File: src/rtl/pc_seq_pkg.sv
// pc_seq_pkg: shared definitions for the program-counter sequencer.
//   - FAULT_CODE values (FC_*)
//   - FSM state encoding (state_t)
//   - width helpers for the stack pointer and stack index
package pc_seq_pkg;

  localparam logic [1:0] FC_NONE = 2'b00;
  localparam logic [1:0] FC_OVF  = 2'b01;
  localparam logic [1:0] FC_UNF  = 2'b10;
  localparam logic [1:0] FC_ILL  = 2'b11;

  typedef enum logic {
    ST_RUN   = 1'b0,
    ST_FAULT = 1'b1
  } state_t;

  // Width needed to count 0..depth inclusive.
  function automatic int sp_width(input int depth);
    return $clog2(depth + 1);
  endfunction

  // Width needed to address depth entries (at least one bit).
  function automatic int idx_width(input int depth);
    return (depth > 1) ? $clog2(depth) : 1;
  endfunction

endpackage

File: src/rtl/ret_stack.sv
// ret_stack: LIFO of return addresses.
// Ports:
//   CLK, RST     clock, asynchronous active-high reset (clears count only)
//   push, pop    push din / pop top; a push while full or a pop while empty is ignored
//   din          address to push
//   top          entry at count-1 (don't-care while empty)
//   count        occupancy, 0..STACK_DEPTH
//   full, empty  occupancy flags
module ret_stack
  import pc_seq_pkg::*;
#(
  parameter int ADDR_W      = 8,
  parameter int STACK_DEPTH = 4
) (
  input  logic                              CLK,
  input  logic                              RST,
  input  logic                              push,
  input  logic                              pop,
  input  logic [ADDR_W-1:0]                 din,
  output logic [ADDR_W-1:0]                 top,
  output logic [sp_width(STACK_DEPTH)-1:0]  count,
  output logic                              full,
  output logic                              empty
);

  localparam int SP_W    = sp_width(STACK_DEPTH);
  localparam int IDX_W   = idx_width(STACK_DEPTH);
  // Rounded up to a power of two so the index width matches the array exactly.
  localparam int ENTRIES = 1 << IDX_W;

  logic [ADDR_W-1:0] mem [ENTRIES];
  logic [SP_W-1:0]   below;
  logic [IDX_W-1:0]  wr_idx;
  logic [IDX_W-1:0]  rd_idx;
  logic              do_push;
  logic              do_pop;

  assign full    = (count == SP_W'(STACK_DEPTH));
  assign empty   = (count == '0);
  assign below   = count - SP_W'(1);
  assign wr_idx  = count[IDX_W-1:0];
  assign rd_idx  = below[IDX_W-1:0];
  assign do_push = push & ~full;
  assign do_pop  = pop & ~empty;
  assign top     = mem[rd_idx];

  always_ff @(posedge CLK or posedge RST) begin
    if (RST) begin
      count <= '0;
    end else begin
      case ({do_push, do_pop})
        2'b10:   count <= count + SP_W'(1);
        2'b01:   count <= below;
        default: count <= count;
      endcase
    end
  end

  // Contents are not reset; a pop leaves the entry in place.
  always_ff @(posedge CLK) begin
    if (do_push) begin
      mem[wr_idx] <= din;
    end
  end

endmodule

File: src/rtl/pc_sequencer.sv
// pc_sequencer: instruction-address generator with conditional jump and
// CALL/RET through an internal return stack; sticky fault on overflow,
// underflow or more than one strobe.
// Ports:
//   CLK, RST                       clock, asynchronous active-high reset
//   EN                             advance enable (0 = stall, strobes ignored)
//   JMP_INST, CALL_INST, RET_INST  decoder strobes (at most one at a time)
//   COND                           [2:0] flag select, [3] required flag value
//   FLAGS                          registered core flags
//   TARGET                         jump/call target
//   ADDR                           registered instruction address
//   SP                             return-stack occupancy
//   FAULT, FAULT_CODE              sticky fault; FAULT is high exactly in ST_FAULT
module pc_sequencer
  import pc_seq_pkg::*;
#(
  parameter int                ADDR_W       = 8,
  parameter int                FLAG_W       = 8,
  parameter int                STACK_DEPTH  = 4,
  parameter logic [ADDR_W-1:0] RESET_VECTOR = '0
) (
  input  logic                              CLK,
  input  logic                              RST,
  input  logic                              EN,
  input  logic                              JMP_INST,
  input  logic                              CALL_INST,
  input  logic                              RET_INST,
  input  logic [3:0]                        COND,
  input  logic [FLAG_W-1:0]                 FLAGS,
  input  logic [ADDR_W-1:0]                 TARGET,
  output logic [ADDR_W-1:0]                 ADDR,
  output logic [sp_width(STACK_DEPTH)-1:0]  SP,
  output logic                              FAULT,
  output logic [1:0]                        FAULT_CODE
);

  state_t            state_q, state_d;
  logic [ADDR_W-1:0] addr_q, addr_d;
  logic [1:0]        code_q, code_d;
  logic [ADDR_W-1:0] addr_inc;
  logic [ADDR_W-1:0] stk_top;
  logic              stk_full, stk_empty;
  logic              push, pop;
  logic              flag_sel;
  logic              taken;
  logic              multi;

  // Wraps naturally at 2^ADDR_W; also the return address pushed by CALL.
  assign addr_inc = addr_q + ADDR_W'(1);

  // Select bits beyond FLAG_W read as 0.
  always_comb begin
    flag_sel = 1'b0;
    for (int i = 0; i < FLAG_W && i < 8; i++) begin
      if (COND[2:0] == 3'(i)) flag_sel = FLAGS[i];
    end
  end

  assign taken = (flag_sel == COND[3]);
  assign multi = (JMP_INST & CALL_INST) | (JMP_INST & RET_INST) | (CALL_INST & RET_INST);

  ret_stack #(
    .ADDR_W      (ADDR_W),
    .STACK_DEPTH (STACK_DEPTH)
  ) u_stack (
    .CLK   (CLK),
    .RST   (RST),
    .push  (push),
    .pop   (pop),
    .din   (addr_inc),
    .top   (stk_top),
    .count (SP),
    .full  (stk_full),
    .empty (stk_empty)
  );

  always_comb begin
    state_d = state_q;
    addr_d  = addr_q;
    code_d  = code_q;
    push    = 1'b0;
    pop     = 1'b0;
    case (state_q)
      ST_RUN: begin
        if (EN) begin
          if (multi) begin
            code_d  = FC_ILL;
            state_d = ST_FAULT;
          end else if (CALL_INST) begin
            if (stk_full) begin
              code_d  = FC_OVF;
              state_d = ST_FAULT;
            end else begin
              push   = 1'b1;
              addr_d = TARGET;
            end
          end else if (RET_INST) begin
            if (stk_empty) begin
              code_d  = FC_UNF;
              state_d = ST_FAULT;
            end else begin
              pop    = 1'b1;
              addr_d = stk_top;
            end
          end else if (JMP_INST && taken) begin
            addr_d = TARGET;
          end else begin
            addr_d = addr_inc;
          end
        end
      end
      // ST_FAULT: everything frozen until reset.
      default: ;
    endcase
  end

  always_ff @(posedge CLK or posedge RST) begin
    if (RST) begin
      state_q <= ST_RUN;
      addr_q  <= RESET_VECTOR;
      code_q  <= FC_NONE;
    end else begin
      state_q <= state_d;
      addr_q  <= addr_d;
      code_q  <= code_d;
    end
  end

  assign ADDR       = addr_q;
  assign FAULT      = (state_q == ST_FAULT);
  assign FAULT_CODE = code_q;

endmodule

File: config.mk
export PLATFORM = sky130hd
export DESIGN_NAME = pc_sequencer
export DESIGN_NICKNAME = d
export VERILOG_FILES = /design/src/rtl/pc_seq_pkg.sv /design/src/rtl/ret_stack.sv /design/src/rtl/pc_sequencer.sv
export SDC_FILE = /design/constraint.sdc
export NUM_CORES = 1
export LEC_CHECK = 0
export CORE_ASPECT_RATIO = 0.7
export CORE_MARGIN = 2
export CORE_UTILIZATION = 33
export CTS_CLUSTER_SIZE = 40
export DETAILED_ROUTE_END_ITERATION = 8
export GPL_TIMING_DRIVEN = 1
export PLACE_DENSITY = 0.57
export SYNTH_ARGS = -nofsm -noshare
export SYNTH_HDL_FRONTEND = slang
export SYNTH_SLANG_ARGS = --single-unit
File: constraint.sdc
create_clock -name CLK -period 7 [get_ports CLK]
set_clock_uncertainty 0.15 [all_clocks]
set_input_delay 1.05 -clock CLK [delete_from_list [all_inputs] [get_ports CLK]]
set_output_delay 1.05 -clock CLK [all_outputs]
set_load 0.02 [all_outputs]
After elaboration in Yosys (flattened, before gate mapping)
Memories as Yosys holds them, arrays and structs flattened.
Index checks and enable logic that the tools add are counted.
{"block": "word_totals", "word_cells": 80, "reg_bits": 14, "memories": 1, "ramBits": 32, "out_inout_bits": 14, "inputBits": 26}
{"block": "op_classes", "n_eq_ne": 14, "bitwise_logic": 11, "muxes": 39, "reduce_logical": 8, "addsub": 3}
{"memory": "u_stack.mem", "depth": 4, "width": 8, "read_ports": 1, "rd_ports_with_merged_regs": 0, "write_ports": 1, "line": "ret_stack.sv:31", "text": "logic [ADDR_W-1:0] mem [ENTRIES];"}
{"cell": "$mux W8", "count": 5}
{"cell": "$mux W1", "count": 28}
{"cell": "$eq A3 B3 Y1 const B", "count": 5}
{"cell": "$mux W2", "count": 5}
{"cell": "$reduce_and A5 Y1", "count": 2}
{"cell": "$add A8 B1 Y8 const B", "count": 1}
{"cell": "$eq A3 B2 Y1 const B", "count": 2}
{"cell": "$logic_not A3 Y1", "count": 2}
{"cell": "$pmux W3 S2", "count": 1}
{"cell": "$reduce_bool A3 Y1", "count": 2}
{"cell": "$and A1 B1 Y1", "count": 5}
{"cell": "$not A1 Y1", "count": 4}
{"cell": "$add A3 B1 Y3 const B", "count": 1}
{"cell": "$eq A3 B1 Y1 const B", "count": 1}
{"cell": "$ne A3 B1 Y1 const B", "count": 1}
{"cell": "$ne A3 B3 Y1 const B", "count": 1}
{"cell": "$sub A3 B1 Y3 const B", "count": 1}
{"cell": "$eq A2 B1 Y1 const B", "count": 1}
{"cell": "$eq A2 B2 Y1 const B", "count": 1}
{"cell": "$ne A2 B2 Y1 const B", "count": 1}
{"cell": "$or A1 B1 Y1", "count": 2}
{"cell": "$reduce_bool A2 Y1", "count": 1}
{"cell": "$eq A1 B1 Y1", "count": 1}
{"cell": "$logic_and A1 B1 Y1", "count": 1}

Longest topological paths before layout
Gate-level depths: netlist of the first run.
{"block": "depth", "ltp_word": 14, "ltp_mapped": 10}

Cells and area by module
Synthesis of the first run repeated with hierarchy kept, for this count alone.
{"block": "unflattened", "cells_unflattened": 176, "area_unflattened_um2": 2338.5}
{"mod": "ret_stack", "cells_each": 70, "seq_area_each_um2": 1036.0, "instances": 1, "area_each_um2": 1416.4}
{"mod": "pc_sequencer", "cells_each": 106, "seq_area_each_um2": 275.3, "instances": 1, "area_each_um2": 922.1}

Least setup slack after synthesis of the first run
Ideal clock, no wire load.
{"block": "synth_timing", "kind": "input-to-reg", "from": "input COND[1]", "to": "register addr_q[5], in the netlist ADDR[5]", "path_buffers": 0, "slack_ns": 3.918, "path_stages": 5, "required_ns": 6.726, "setup_ns": 0.124, "arrival_ns": 2.808, "cell_sequence": "mux2_2 mux4_2 mux2i_4 mux2_2 a211o_1"}
{"block": "synth_via", "elab_chain_len": 14}
{"element": "from (decl)", "line": "pc_sequencer.sv:28", "text": "input logic [3:0] COND,"}
{"element": "$logic_not A3 Y1", "line": "pc_sequencer.sv:55", "text": "if (COND[2:0] == 3'(i)) flag_sel = FLAGS[i];"}
{"element": "$mux W1 (7 in series)", "line": "pc_sequencer.sv:55"}
{"element": "$mux W1 (*)", "line": "pc_sequencer.sv:55"}
{"element": "$eq A1 B1 Y1 (*)", "line": "pc_sequencer.sv:59", "text": "assign taken = (flag_sel == COND[3]);"}
{"element": "$logic_and A1 B1 Y1 (*)", "line": "pc_sequencer.sv:105", "text": "end else if (JMP_INST && taken) begin"}
{"element": "$mux W8 (*)", "line": "pc_sequencer.sv:105"}
{"element": "$mux W8 (*)", "line": "pc_sequencer.sv:97", "text": "end else if (RET_INST) begin"}
{"element": "$mux W8 (*)", "line": "pc_sequencer.sv:89", "text": "end else if (CALL_INST) begin"}
{"element": "to (signal assigned)", "line": "pc_sequencer.sv:124", "text": "addr_q <= addr_d;"}
{"element": "to (decl)", "line": "pc_sequencer.sv:38", "text": "logic [ADDR_W-1:0] addr_q, addr_d;"}
Mark *: on every way between the ends. The rest lies on a longest branch, timed or not.
A chain may end at the register's enable or synchronous reset.

Final worst setup path of the first run
{"block": "layout_timing", "from": "input COND[1]", "to": "register addr_q[7], in the netlist ADDR[7]"}
Same word-level chain as after synthesis.

==> metrics.md, run 1 <==
| Metric | Value |
|---|---|
| MaxCap Viol Count | `0` |
| Setup crit start kind | `input port` |
| WL met1 | `2887 µm` |
| Yosys reg bits | `46` |
| Hold_sp | `FAULT_CODE[1]` |
| Lkg Pwr | `1.025 nW` |
| CP required | `7050 ps` |
| Post-synthesis sequential area ratio | `0.5563` |
| Clk Latency, worst-skew pair | `300 ps` |
| Average cell area after synthesis | `12.88 µm²` |
| Primary FF master, synth | `edfxtp_1` |
| Post-Synth Adder-Cell Area | `0.03715` |
| R2R Path End | `ADDR[7]` |
| Max Clock Freq | `285.1 MHz` |
| Worst slack, placed | `3168 ps` |
| R2R Path Start | `u_stack.count[0]` |
| Crit Path Max Fanout | `10` |
| Final Slew Violations | `0` |
| Met3 wire length | `242 µm` |
| Post-layout min period | `3508 ps` |
| Vias in the first global route | `1,655` |
| R2R depth | `7` |
| Placer Congestion | `0.7982` |
| GRT overflow | `0` |
| Post-Synth Simple-Gate Area | `0.1258` |
| RSZ-0062 raised after global routing | `no` |
| Final hold vios | `0` |
| Post-route ant nets | `0` |
| Hold path endpoint | `FAULT_CODE[1]` |
| Die X | `105.0 µm` |
| Number of remaining DRC errors | `0` |
| Row cnt | `25` |
| CTS Hold Bufs | `0` |
| Global-route wire length before repair | `9039 µm` |
| Synthesized instance count | `183` |
| Post-synth net total | `216` |
| Largest net degree at the start of global routing | `17` |
| Initial antenna violation count | `0` |
| Top-count cell post-synth | `edfxtp_1` |
| # diodes | `0` |
| PortBufs | `39` |
| Power density cells | `220.5 mW/mm²` |
| Via count | `1,596` |
| Dpl hpwl | `4074 µm` |
| Critical Path AT | `3560 ps` |
| Async set-reset flop share out of synthesis | `0.3043` |
| Placeable Area | `0.006819 mm²` |
| Final core occ | `0.4310` |
| Full die area | `0.007846 mm²` |
| Ports | `40` |
| Crit path kind | `input port to flip-flop` |
| Yosys top cell area share | `0.4076` |
| Avg WL per Cell | `17.27 µm` |
| Compound-Gate Fraction of Synth Area | `0.08705` |
| Final Hold Slack | `391.0 ps` |
| Clk root buf | `clkbuf_8` |
| Fin Setup TNS | `0 ps` |
| Outcome | `completed` |
| Worst setup margin | `3492 ps` |
| Ratio of final minimum period to clock period | `0.5011` |
| CTS Buf Count | `5` |
| CTS resizes | `0` |
| Unique cell type count in the Yosys netlist | `36` |
| Largest family of logic cells by synthesized area | `multiplexers` |
| CP Capture Type | `flip-flop` |
| Ys Warns | `0` |
| Commonest cells post-synth | `edfxtp_1, dfrtp_1, nor2_1` |
| Number of synthesized flops with an enable pin | `32` |
| XOR/XNOR share of the synthesized area | `0.03715` |
| Cell Area, Synth | `0.002357 mm²` |
| Slew @ Worst Pin | `772.4 ps` |
| Yosys top cell by area | `edfxtp_1` |
| TritonCTS clock tree | `yes` |
| Worst Hold Path Cells | `2` |
| Clock Path Buffers | `2` |
| 1st-iter DRT viols | `64` |
| Post-CTS setup buffers | `0` |
| Drt pass-1 iters | `4` |
| Syn-to-layout area delta | `24.68%` |
| Vias per cell | `5.003` |
| Die Span Y | `74.71 µm` |
| Setup Viol. Count Final | `0` |
| Worst R2R Setup Slack | `3880 ps` |
| WL met2 | `2320 µm` |
| GRT Util Overall | `0.1537` |
| Clock sinks | `46` |
| Mux share of post-synthesis cell area | `0.1369` |
| Worst-path clk slew | `100 ps` |
| Worst hold path type | `flip-flop to flip-flop` |
| Maximum vdd drop | `96.29 µV` |
| Top sig layer | `met4` |
| Max_slew headroom | `0.4811` |
| Final nets | `257` |
| Area contributors post-synth | `edfxtp_1, dfrtp_1, mux4_2` |
| CTS HTree Levels | `2` |
| Layout cells sized above 1 | `0.1067` |
| Initial Util | `0.3457` |
| Drt total wl | `5508 µm` |
## cell families (layout without fill, tap and decap cells)
logic type,count (synthesis),in the layout
and+or+nand+nor,59,59
xor gates and xnor gates,10,10
adders and majority gates,7,7
muxes,19,19
AOI/OAI and AO/OA,30,30
buffers and inverters,12,54
DFF,46,46
## per-stage QoR
step / area [µm²] / instances / total power (W)
floorplan: 2357 / 183 / 0.0004162
global placement: 2845 / 311 / 0.0004799
detailed placement: 2845 / 311 / 0.0004820
CTS: 2939 / 319 / 0.0006548
global route: 2939 / 319 / 0.0006825
finish: 2939 / 319 / 0.0006480
## registers in the layout, indices dropped and copies added (netlist names)
register,flops
u_stack.mem,32
ADDR,8
FAULT_CODE,2
u_stack.count,3
FAULT,1
## layout make-up
type	count	area [µm²]
fill	649	3880
clock buffer	5	68.82
multi-input combinational	125	999.7
sequential	46	1311
inverter	7	26.28
tap	94	117.6
timing repair buffer	39	390.4
clock inverter	3	25.02
## layout by cell type (no fill, tap or decap), types with 7 or more instances in the layout
cell type	n
clkdlybuf4s50_1	39
nor3_1	9
ha_1	7
nor2_1	14
mux4_2	9
nand2_1	9
nand2b_1	7
inv_1	7
and2_1	7
dfrtp_1	14
a21oi_1	8
edfxtp_1	32
## worst max-delay path, stage by stage
cell             delay, ps
clkdlybuf4s50_1        560
mux2_1                 340
mux4_2                 530
mux2i_4                390
mux2_2                 390
a211o_1                290
## power breakdown
part / internal [W] / switching (W) / leakage (nW)
Sequential: 0.000312 / 0.0000190 / 0.466
Clock: 0.0000723 / 0.000100 / 0.0447
Combinational: 0.0000713 / 0.0000728 / 0.515
Total: 0.000456 / 0.000192 / 1.02
## how the worst max path moves through the flow
stage          startpoint       to  slack (ps)  cells after the start
2_1_floorplan     COND[1]  ADDR[5]        3920                      5
3_3_place_gp      COND[1]  ADDR[5]        3210                      6
3_5_place_dp      COND[1]  ADDR[7]        3170                      6
4_1_cts           COND[1]  ADDR[7]        3490                      6
5_1_grt           COND[1]  ADDR[7]        3390                      6
6_report          COND[1]  ADDR[7]        3490                      6
## routing by layer
metal	up-vias	track usage
met5	-	0
met1	773	0.2241
met2	35	0.2323
met3	7	0.03723
li1	781	-
met4	0	0.04148
No activity file was read; power rests on OpenSTA's default activity.
==> run 2, diff against run 1 <==
- PLACE_DENSITY: 0.57 -> 0.59
- clock period: 7 -> 2.9 ns (I/O delays scaled with it)
==> metrics.md, run 2 (synthesis gave the netlist of run 1 again) <==
| Metric | Value |
|---|---|
| R2R Path Start | `u_stack.count[1]` |
| Post-layout min period | `2679 ps` |
| Ratio of final minimum period to clock period | `0.9238` |
| Largest net degree at the start of global routing | `15 (-2)` |
| Max reg flops | `32 (unchanged)` |
| Initial Util | `0.3457 (unchanged)` |
| Placeable Area | `0.006819 mm² (unchanged)` |
| Outcome | `completed` |
| Power density cells | `515.1 mW/mm² (+130%)` |
| Commonest non-fill, non-tap cell in the layout | `clkdlybuf4s50_1` |
| Drt total wl | `5486 µm (-0.40%)` |
| GRT overflow | `0 (unchanged)` |
| Global-route wire length before repair | `8832 µm (-2.3%)` |
| Vias per cell | `4.943 (-1.2%)` |
| CTS resizes | `0 (unchanged)` |
| Dpl hpwl | `4163 µm (+2.2%)` |
| DP Area | `0.002943 mm² (+3.4%)` |
| Vias in the first global route | `1,591 (-3.9%)` |
| Clk root buf | `clkbuf_8` |
| Via count | `1,641 (+2.8%)` |
| RSZ-0062 raised after global routing | `no` |
| Post-CTS setup buffers | `0 (unchanged)` |
| Final Slew Violations | `0 (unchanged)` |
| Crit Path Max Fanout | `4 (-6)` |
| CP startpoint | `COND[1]` |
| CTS Buf Count | `5 (unchanged)` |
| Placed cell count | `324 (+4.2%)` |
| Ports | `40 (unchanged)` |
| Die X | `105.0 µm (unchanged)` |
| Worst hold path type | `input port to async pin` |
| GRT Util Overall | `0.1523 (-0.001453)` |
| Placer Congestion | `0.8091 (+1.4%)` |
| Max Clock Freq | `373.3 MHz` |
| Most frequent cells in the layout | `clkdlybuf4s50_1, edfxtp_1, dfrtp_1, nor2_1, buf_4` |
| Clock sinks | `46 (unchanged)` |
| Crit path kind | `input port to flip-flop` |
| Largest reg by FF count | `u_stack.mem` |
| CP Capture Type | `flip-flop` |
| CTS Hold Bufs | `0 (unchanged)` |
| PortBufs | `39 (unchanged)` |
| Critical Path AT | `2720 ps (-840 ps)` |
| Worst-path clk slew | `90 ps (about the same)` |
| Setup crit start kind | `input port` |
| Post-route ant nets | `0 (unchanged)` |
| Final core occ | `0.4455 (+0.01450)` |
| Die Span Y | `74.71 µm (unchanged)` |
| Final instance area | `0.003038 mm² (+3.4%)` |
| Avg WL per Cell | `16.52 µm (-4.3%)` |
| # diodes | `0 (unchanged)` |
| Maximum vdd drop | `243.1 µV (+150%)` |
| Initial antenna violation count | `0 (unchanged)` |
| MaxCap Viol Count | `0 (unchanged)` |
| Max_slew headroom | `0.5995 (+0.1184)` |
| Lkg Pwr | `1.094 nW (+6.8%)` |
| CP required | `2950 ps (-4100 ps)` |
| Drt pass-1 iters | `4 (unchanged)` |
| Final nets | `270 (+5.1%)` |
| Syn-to-layout area delta | `28.87%` |
| Setup Viol. Count Final | `0 (unchanged)` |
| Full die area | `0.007846 mm² (unchanged)` |
| Final hold vios | `0 (unchanged)` |
| TritonCTS clock tree | `yes` |
| Layout cells sized above 1 | `0.1555 (+0.04880)` |
| CTS HTree Levels | `2 (unchanged)` |
| Slew @ Worst Pin | `600.1 ps (-172.3 ps)` |
| Number of remaining DRC errors | `0 (unchanged)` |
| 1st-iter DRT viols | `64 (unchanged)` |
| Clk Latency, worst-skew pair | `300 ps (about the same)` |
| Fin cells | `332 (+4.1%)` |
| Row cnt | `25 (unchanged)` |
| Clock Path Buffers | `2 (unchanged)` |
run 2: worst max-delay path, cell delays in order:
cell             delay, ps
clkdlybuf4s50_1        550
mux2_1                 340
mux4_2                 530
mux2i_4                230
mux2_2                 350
a211o_1                280
run 2: where the power goes:
group	switching (W)	internal (W)	leakage [nW]
Clock	0.000222	0.000192	0.0472
Sequential	0.0000329	0.000754	0.466
Combinational	0.000180	0.000184	0.582
run 2: per-layer routing:
layer | global-route usage | routed length [µm] | up-vias
li1 | - | - | 801
met1 | 0.2317 | 2919 | 797
met2 | 0.2157 | 2298 | 37
met3 | 0.02944 | 204 | 6
met4 | 0.05778 | 64 | 0
met5 | 0 | 0 | -
run 2: area by class of cell:
cell class	count	area (µm²)
multi-input cells	125	999.7
repair buffers	52	488.0
well taps	94	117.6
flip-flops and latches	46	1311
clock inverters	2	12.51
inverters	7	26.28
clock buffers	6	82.58
fillers	654	3781
run 2: worst paths after layout:
path / end / slack (ps) / depth (start not counted)
max: ADDR[7] / 220 / 6
max reg2reg: ADDR[7] / 350 / 7
max in group asynchronous: ADDR[4] / 1870 / 2
min in group CLK: FAULT / 390 / 1
min reg2reg: FAULT / 390 / 1
min: FAULT_CODE[1] / 340 / 2
run 2: metrics by stage:
stage               setup slack (ps)  setup TNS, ps  total power [W]  hold WS, ps
finish                         221.1              0         0.001565        339.1
global route                   95.82              0         0.001638        407.2
CTS                            210.5              0         0.001583        356.9
detailed placement            -118.3         -331.1         0.001171        360.2
global placement              -72.61         -144.6         0.001170        346.6
floorplan                      340.2              0         0.001005        174.2
==> run 3, diff against run 2 <==
- ABC_CLOCK_PERIOD_IN_PS: default -> 2550
- CAP_MARGIN: default -> 25
- PLACE_DENSITY: 0.59 -> 0.57
- clock period: 2.9 -> 2.55 ns (I/O delays scaled with it)
==> metrics.md, run 3 (synthesis gave the netlist of run 1 again) <==
| Metric | Value |
|---|---|
| Slew @ Worst Pin | `615.8 ps (+15.69 ps)` |
| Maximum vdd drop | `264.0 µV (+8.6%)` |
| Clk Latency, worst-skew pair | `290 ps (about the same)` |
| Largest net degree at the start of global routing | `15 (unchanged)` |
| Crit Path Max Fanout | `3 (-1)` |
| Commonest non-fill, non-tap cell in the layout | `clkdlybuf4s50_1` |
| Syn-to-layout area delta | `33.60%` |
| Ratio of final minimum period to clock period | `0.9708` |
| Drt pass-1 iters | `4 (unchanged)` |
| Dpl hpwl | `4495 µm (+8.0%)` |
| Post-CTS setup buffers | `0 (unchanged)` |
| Vias per cell | `5.073 (+2.6%)` |
| Worst setup margin | `74.47 ps (-146.6 ps)` |
| Layout cells sized above 1 | `0.1888 (+0.03329)` |
| PortBufs | `39 (unchanged)` |
| Clock sinks | `46 (unchanged)` |
| RSZ-0062 raised after global routing | `no` |
| Fin Setup TNS | `0 ps (unchanged)` |
| Final Hold Slack | `304.4 ps (-34.72 ps)` |
| Fin cells | `343 (+3.3%)` |
| Initial antenna violation count | `0 (unchanged)` |
| GRT overflow | `0 (unchanged)` |
| CTS resizes | `1 (+1)` |
| Row cnt | `25 (unchanged)` |
| Die Span Y | `74.71 µm (unchanged)` |
| Placeable Area | `0.006819 mm² (unchanged)` |
| Max Clock Freq | `404.0 MHz` |
| Initial Util | `0.3457 (unchanged)` |
| Clk root buf | `clkbuf_8` |
| Lkg Pwr | `1.161 nW (+6.1%)` |
| Avg WL per Cell | `17.38 µm (+5.2%)` |
| Worst slack, placed | `-405.1 ps (-286.9 ps)` |
| GRT Util Overall | `0.1651 (+0.01285)` |
| Number of remaining DRC errors | `0 (unchanged)` |
| Drt total wl | `5963 µm (+8.7%)` |
| Final nets | `281 (+4.1%)` |
| MaxCap Viol Count | `0 (unchanged)` |
| TritonCTS clock tree | `yes` |
| Final core occ | `0.4618 (+0.01633)` |
| Internal power | `0.001366 W (+21%)` |
| Worst hold path type | `input port to async pin` |
| Share of power burned in registers | `0.483 (-0.020)` |
| Final hold vios | `0 (unchanged)` |
| CTS Hold Bufs | `0 (unchanged)` |
| Crit path kind | `input port to flip-flop` |
| Die X | `105.0 µm (unchanged)` |
| Power density cells | `590.4 mW/mm² (+15%)` |
| Clock Path Buffers | `2 (unchanged)` |
| Comb power frac | `0.230 (-0.003)` |
| R2R Path Start | `u_stack.count[1]` |
| Worst R2R Setup Slack | `320 ps (-30 ps)` |
| 1st-iter DRT viols | `102 (+59%)` |
| Clock group share of total power | `0.287 (+0.023)` |
| R2R depth | `7 (unchanged)` |
| CP required | `2580 ps (-370 ps)` |
| Setup crit start kind | `input port` |
| Critical Path AT | `2510 ps (-210 ps)` |
| Global-route wire length before repair | `9653 µm (+9.3%)` |
| Max_slew headroom | `0.5890 (-0.01047)` |
| # diodes | `0 (unchanged)` |
| Worst-path clk slew | `80 ps (about the same)` |
| Via count | `1,740 (+6.0%)` |
| R2R Path End | `ADDR[0]` |
| Outcome | `completed` |
| Ports | `40 (unchanged)` |
| Vias in the first global route | `1,731 (+8.8%)` |
| Final Slew Violations | `0 (unchanged)` |
| Setup Viol. Count Final | `0 (unchanged)` |
| Max reg flops | `32 (unchanged)` |
| CP Capture Type | `flip-flop` |
| Switching share of power | `0.2652 (-0.01297)` |
| Full die area | `0.007846 mm² (unchanged)` |
| Placed cell count | `335 (+3.4%)` |
| CTS Buf Count | `5 (unchanged)` |
| Post-layout min period | `2476 ps` |
| Most frequent cells in the layout | `clkdlybuf4s50_1, edfxtp_1, buf_4` |
| CTS HTree Levels | `2 (unchanged)` |
| Post-route ant nets | `0 (unchanged)` |
| Largest reg by FF count | `u_stack.mem` |
| Psw | `0.0004931 W (+13%)` |
| Placer Congestion | `0.7630 (-5.7%)` |
-- run 3: power by group through the flow --
stage / registers (W) / clock network [W] / logic (W)
floorplan: 0.000944 / 0 / 0.000200
detailed placement: 0.000915 / 0 / 0.000430
CTS: 0.000899 / 0.000547 / 0.000433
global route: 0.000905 / 0.000584 / 0.000469
finish: 0.000898 / 0.000533 / 0.000428
global placement: 0.000916 / 0 / 0.000429
-- run 3: per-layer routing --
metal	track usage	part of all wire	vias up	routed length [µm]
li1	-	-	821	-
met1	0.2517	0.51	841	3027
met2	0.2359	0.41	76	2441
met3	0.03896	0.081	2	484
met4	0.04444	0.0017	0	10
met5	0	0	-	0
-- run 3: worst max-delay path by stage --
stage / end / start / slack (ps)
3_5_place_dp: ADDR[5] / COND[1] / -410
2_1_floorplan: ADDR[0] / u_stack.count[0] / 90
6_report: ADDR[7] / FLAGS[7] / 70
4_1_cts: ADDR[7] / FLAGS[7] / 80
3_3_place_gp: ADDR[7] / COND[1] / -400
5_1_grt: ADDR[5] / FLAGS[7] / 40
-- run 3: metrics by stage --
step	power [W]	area, µm²
5_1_grt	0.001957	3149
3_5_place_dp	0.001345	3038
6_report	0.001859	3149
4_1_cts	0.001879	3143
3_3_place_gp	0.001345	3038
2_1_floorplan	0.001144	2360
-- run 3: cell type report --
type                    count  area [µm²]
multi-input cells         125        1006
repair buffers             63       581.8
well taps                  94       117.6
clock buffers               7       76.32
flip-flops and latches     46        1311
fillers                   670        3670
inverters                   7       26.28
clock inverters             1       30.03
-- run 3: worst max-delay path, stage by stage --
cell and delay [ps]:
clkdlybuf4s50_1 410, mux2_1 290, mux4_2 530, mux2i_4 250, mux2_2 360, a211o_1 290
